**src/rtl/bsg_wormhole_packet_serializer_pkg.sv**
```systemverilog
// Shared defaults for the wormhole packet serializer and its length clamp helper.
package bsg_wormhole_packet_serializer_pkg;

    localparam int unsigned flit_width_def_lp        = 32;
    localparam int unsigned cord_width_def_lp        = 8;
    localparam int unsigned len_width_def_lp         = 4;
    localparam int unsigned cid_width_def_lp         = 2;
    localparam int unsigned max_payload_flits_def_lp = 4;

    // Out-of-range lengths are clamped so header len and flit count always agree.
    function automatic int unsigned clamp_len(input int unsigned len, input int unsigned max_len);
        return (len > max_len) ? max_len : len;
    endfunction

endpackage

```
**src/rtl/bsg_wormhole_packet_serializer_ctr.sv**
```systemverilog
// Payload flit index counter: clear/up control with a compare against the last index.
module bsg_wormhole_packet_serializer_ctr #(
    parameter int width_p = 4
) (
    input  logic               clk_i,
    input  logic               reset_i,
    input  logic               clear_i,
    input  logic               up_i,
    input  logic [width_p-1:0] last_idx_i,
    output logic [width_p-1:0] count_o,
    output logic               last_o
);

    always_ff @(posedge clk_i or posedge reset_i) begin
        if (reset_i) begin
            count_o <= '0;
        end else if (clear_i) begin
            count_o <= '0;
        end else if (up_i) begin
            count_o <= count_o + 1'b1;
        end
    end

    assign last_o = (count_o == last_idx_i);

endmodule

```
**src/rtl/bsg_wormhole_packet_serializer.sv**
```systemverilog
// Serializes one whole client packet into a header flit plus len payload flits
// on a ready-and link, with back-to-back acceptance on the last flit.
//
// state  | meaning
// e_idle | no packet held, ready for a new one
// e_hdr  | presenting the header flit
// e_body | presenting payload flit [counter]
module bsg_wormhole_packet_serializer
    import bsg_wormhole_packet_serializer_pkg::*;
#(
    parameter int flit_width_p        = flit_width_def_lp,
    parameter int cord_width_p        = cord_width_def_lp,
    parameter int len_width_p         = len_width_def_lp,
    parameter int cid_width_p         = cid_width_def_lp,
    parameter int max_payload_flits_p = max_payload_flits_def_lp,
    parameter int hdr_data_width_p    = flit_width_p - cord_width_p - len_width_p - cid_width_p
) (
    input  logic                                        clk_i,
    input  logic                                        reset_i,
    input  logic                                        pkt_v_i,
    output logic                                        pkt_ready_o,
    input  logic [cord_width_p-1:0]                     pkt_cord_i,
    input  logic [cid_width_p-1:0]                      pkt_cid_i,
    input  logic [len_width_p-1:0]                      pkt_len_i,
    input  logic [hdr_data_width_p-1:0]                 pkt_hdr_data_i,
    input  logic [max_payload_flits_p*flit_width_p-1:0] pkt_data_i,
    output logic                                        v_o,
    output logic [flit_width_p-1:0]                     data_o,
    input  logic                                        ready_and_i,
    output logic [31:0]                                 packets_sent_o
);

    localparam int idx_width_lp = (max_payload_flits_p > 1) ? $clog2(max_payload_flits_p) : 1;

    // Same field order the concentrator decodes: cid sits at cord_width_p+len_width_p.
    typedef struct packed {
        logic [hdr_data_width_p-1:0] hdr_data;
        logic [cid_width_p-1:0]      cid;
        logic [len_width_p-1:0]      len;
        logic [cord_width_p-1:0]     cord;
    } header_s;

    typedef enum logic [1:0] {e_idle, e_hdr, e_body} state_e;

    state_e                  state_r, state_n;
    header_s                 hdr_r;
    logic [flit_width_p-1:0] payload_r [max_payload_flits_p];
    logic [len_width_p-1:0]  len_clamped;
    logic [len_width_p-1:0]  ctr_count;
    logic                    ctr_last;
    logic                    last_flit;
    logic                    accept;

    assign len_clamped = len_width_p'(clamp_len(32'(pkt_len_i), max_payload_flits_p));
    assign last_flit   = ((state_r == e_hdr) && (hdr_r.len == '0))
                       || ((state_r == e_body) && ctr_last);
    assign pkt_ready_o = !reset_i && ((state_r == e_idle) || (last_flit && ready_and_i));
    assign accept      = pkt_v_i && pkt_ready_o;
    assign v_o         = (state_r != e_idle);

    bsg_wormhole_packet_serializer_ctr #(
        .width_p(len_width_p)
    ) ctr (
        .clk_i     (clk_i),
        .reset_i   (reset_i),
        .clear_i   (state_r != e_body),
        .up_i      ((state_r == e_body) && ready_and_i),
        .last_idx_i(hdr_r.len - 1'b1),
        .count_o   (ctr_count),
        .last_o    (ctr_last)
    );

    always_ff @(posedge clk_i or posedge reset_i) begin
        if (reset_i) begin
            state_r        <= e_idle;
            hdr_r          <= '0;
            packets_sent_o <= '0;
            for (int i = 0; i < max_payload_flits_p; i++) payload_r[i] <= '0;
        end else begin
            state_r <= state_n;
            if (accept) begin
                hdr_r <= '{hdr_data: pkt_hdr_data_i, cid: pkt_cid_i, len: len_clamped, cord: pkt_cord_i};
                for (int i = 0; i < max_payload_flits_p; i++)
                    payload_r[i] <= pkt_data_i[i*flit_width_p +: flit_width_p];
            end
            if (last_flit && ready_and_i) packets_sent_o <= packets_sent_o + 32'd1;
        end
    end

    always_comb begin
        state_n = state_r;
        unique case (state_r)
            e_idle: if (pkt_v_i) state_n = e_hdr;
            e_hdr: begin
                if (ready_and_i) begin
                    if (hdr_r.len != '0) state_n = e_body;
                    else                 state_n = pkt_v_i ? e_hdr : e_idle;
                end
            end
            e_body: if (ready_and_i && ctr_last) state_n = pkt_v_i ? e_hdr : e_idle;
            default: state_n = e_idle;
        endcase
    end

    always_comb begin
        data_o = '0;
        unique case (state_r)
            e_hdr:   data_o = hdr_r;
            e_body:  data_o = payload_r[ctr_count[idx_width_lp-1:0]];
            default: data_o = '0;
        endcase
    end

    always @(posedge clk_i) begin
        if (!reset_i && accept)
            assert (pkt_len_i <= len_width_p'(max_payload_flits_p))
            else $warning("serializer: pkt_len_i %0d above max_payload_flits_p, clamping", pkt_len_i);
    end

endmodule

```
**config.mk**
```make
export PLATFORM = sky130hd
export DESIGN_NAME = bsg_wormhole_packet_serializer
export DESIGN_NICKNAME = d
export VERILOG_FILES = /design/src/rtl/bsg_wormhole_packet_serializer_pkg.sv /design/src/rtl/bsg_wormhole_packet_serializer_ctr.sv /design/src/rtl/bsg_wormhole_packet_serializer.sv
export SDC_FILE = /design/constraint.sdc
export NUM_CORES = 1
export LEC_CHECK = 0
export ABC_CLOCK_PERIOD_IN_PS = 11080
export CORE_MARGIN = 3
export CORE_UTILIZATION = 54
export DETAILED_ROUTE_END_ITERATION = 7
export PLACE_DENSITY = 0.87
export SYNTH_ARGS = -nofsm -noshare
export SYNTH_HDL_FRONTEND = slang
export SYNTH_SLANG_ARGS = --single-unit
```
**constraint.sdc**
```tcl
create_clock -name clk_i -period 11.08 [get_ports clk_i]
set_input_delay 2.216 -clock clk_i [delete_from_list [all_inputs] [get_ports clk_i]]
set_output_delay 2.216 -clock clk_i [all_outputs]
set_load 0.01 [all_outputs]
```
==> results.yml <==
status:
  status: "finished, final reports clean"
logic_synthesis:
  ys_types: 39
  synth_area_sq_mm: 0.00922
  async_flop_share_pct: 100
  synth_top_area_share_pct: 53.7
  yosysWarningCount: 0
  synthTopCellsByArea: "dfrtp_1 (54%), mux2_2 (11%), mux4_2 (7.8%)"
  synth_top_area_cell: "dfrtp_1"
  synth_edf_count: 0
  netlist_top_cells_count: "dfrtp_1 (198), mux2_2 (94), mux2_1 (63)"
  syn-num-nets: 820
  netlist_instances: 649
  syn_area_per_cell_sq_um: 14.2
  synth-main-ff-cell: "dfrtp_1"
  ys_ff_latch: 198
  ys_seq_area_share_pct: 53.7
  synth_most_common_cell: "dfrtp_1"
sta:
  holdWs_ns: 0.472
  grt_setup_unrepaired: "no"
  timing.slew.headroom_pct: 18.8
  setup_viol: 0
  tightest_slew_ns: 1.22
  min_period_ns: 6.45
  fmax_mhz: 155
  fin_tns_setup_ns: 0
  hold_viol: 0
  post-route-period-util_pct: 58.2
  drv_slew: 0
  clock_skew_ns: 0.00749
finish:
  area_growth_syn_to_layout_pct: 31.5
  layout.cells.non_filler: 1095
  multi_input_area_sq_mm: 0.00395
  num-nets-final: 1033
  drive_above_1_share_pct: 19.3
  antenna_cells: 0
  fillerInstances: 1067
  regArea_sq_mm: 0.00496
setup_path:
  critPathKind: "in2out"
  worst_ep_arrival_time_ns: 4.24
  crit_path_frequent_cell: "clkdlybuf4s50_1"
  cp-startpoint: "ready_and_i"
  end_kind: "output port"
  startpoint_type: "input port"
  r2r_slack_ns: 7.29
  r2r_cells: 7
  crit_slowest_cell: "clkdlybuf4s50_1"
  worstPathCellList: "clkdlybuf4s50_1, nand3_1, or3b_4, a21oi_1, clkdlybuf4s50_1"
  worst-path-buf-inv: 2
  r2r-end: "payload_r[111]"
  critical_path.top_delay_family: "buffers and inverters"
  crit_cells: 5
  r2r-start: "state_r[0]"
  cp.required_ns: 8.86
  slowest_delay_ns: 0.64
  crit_path_end: "pkt_ready_o"
  crit_fanout: 8
floorplanning:
  die-area_sq_mm: 0.0187
  die_x_microns: 137
  coreArea_sq_mm: 0.0166
  io_pins: 230
  initial_utilization_pct: 55.4
  dieHeight_microns: 137
  placementRows: 47
routing:
  wire_per_inst_microns: 20.2
  final_antenna_net_count: 0
  wl_mm: 22.2
  post_drt_via_cell_ratio: 5.65
  drcViolationCount: 0
  drt_iter0_markers: 269
  dr_total_vias: 6189
  dr.pass1.iters: 4
pwr:
  vdd_drop_max_mv: 0.129
  p_per_area_mw_per_mm2: 230
  leakage_nw: 4.94
  power.total_mw: 2.79
placed_design:
  gp_congestion: 0.838
  dpl.hpwl_mm: 15.7
  place.port_buffers: 229
  dpl.cell_count: 1063
clocking:
  ctsResizeCount: 0
  cts-buffers-inserted: 17
  cts_setup_buffers: 0
  cts_tree: "built"
  ctsRootBufferMaster: "clkbuf_16"
  clock_path_buffers: 2
  cts_hold_buf: 0
  cts_max_level: 4
  clkTransAtPathRegs_ns: 0.07
  clkLatencyLatePin_ns: 0.43
  clock_sinks: 198
global_routing:
  grt_first_pass_wirelength_mm: 35.3
  antenna_found_initial: 0
  grt_overflow_total: 0
  grt_pass1_vias: 6844
  grtUsageTotal_pct: 24.7
  grt_max_degree: 117
flow_run:
  drv_cap: 0
hold_path:
  hold_start: "packets_sent_o[31]"
  hold_path.class: "reg2reg"
-- registers in the layout (all words and copies together), names as in the netlist --
signal,cells
packets_sent_o,32
state_r,2
hdr_r,32
payload_r,128
ctr.count_o,4
-- where the power goes --
group,switching (mW),internal [mW]
Combinational,0.401,0.598
Clock,0.266,0.323
Sequential,0.177,1.03
-- worst min path at each step --
stage                     slack (ns)            endpoint  depth (start not counted)
after floorplan                 0.45       payload_r[32]                          1
after global placement          0.46  packets_sent_o[31]                          1
after detailed placement        0.46  packets_sent_o[31]                          1
after CTS                       0.47  packets_sent_o[31]                          1
after global routing            0.48  packets_sent_o[31]                          1
final                           0.47  packets_sent_o[31]                          1
-- placed cells by master (no fill, tap or decap), drive strengths merged, types with 5 or more instances in the layout --
cell	count
clkdlybuf4s50	229
dfrtp	198
mux2	157
nor2b	35
mux4	32
a22oi	32
clkbuf	22
xnor2	20
xor2	18
nand2	16
inv	15
nor2	13
nand3	10
nand4	8
and3	7
ha	7
nor3	5
a21oi	5
o21ai	5
nor4	5
clkinvlp	5
buf	5
-- area by class of cell --
cell class,count,area share [%]
timing repair buffer,234,19.2
clock inverter,10,0.815
inverter,14,0.495
sequential,198,40.9
clock buffer,22,3.83
tap,220,2.27
multi-input combinational,397,32.5
-- metrics by stage --
stage	utilization, %	area (sq um)	setup WS, ns
floorplan	-	9220	3.47
global placement	69.5	11600	4.66
detailed placement	69.5	11600	4.65
CTS	72.9	12100	4.64
global route	72.9	12100	4.54
finish	72.9	12100	4.63
-- per-layer routing --
| layer | up-vias | GRT usage (%) | share of wire, % |
|---|---|---|---|
| met5 | - | 0 | 0 |
| met4 | 0 | 9.18 | 2.7 |
| met3 | 39 | 6.84 | 6.6 |
| met2 | 214 | 42.6 | 53 |
| met1 | 3170 | 29.7 | 38 |
| li1 | 2766 | - | - |
-- cell families (layout without fill, tap and decap cells) --
logic type	after synthesis	in the layout	share of synthesized area (%)
and+or+nand+nor	111	111	6.73
adders and majority gates	7	7	0.949
AOI/OAI and AO/OA	48	48	3.83
xor gates and xnor gates	39	39	3.85
DFF	198	198	53.7
buffers and inverters	54	280	3.62
muxes	192	192	27.3
No activity file was read; power rests on OpenSTA's default activity.
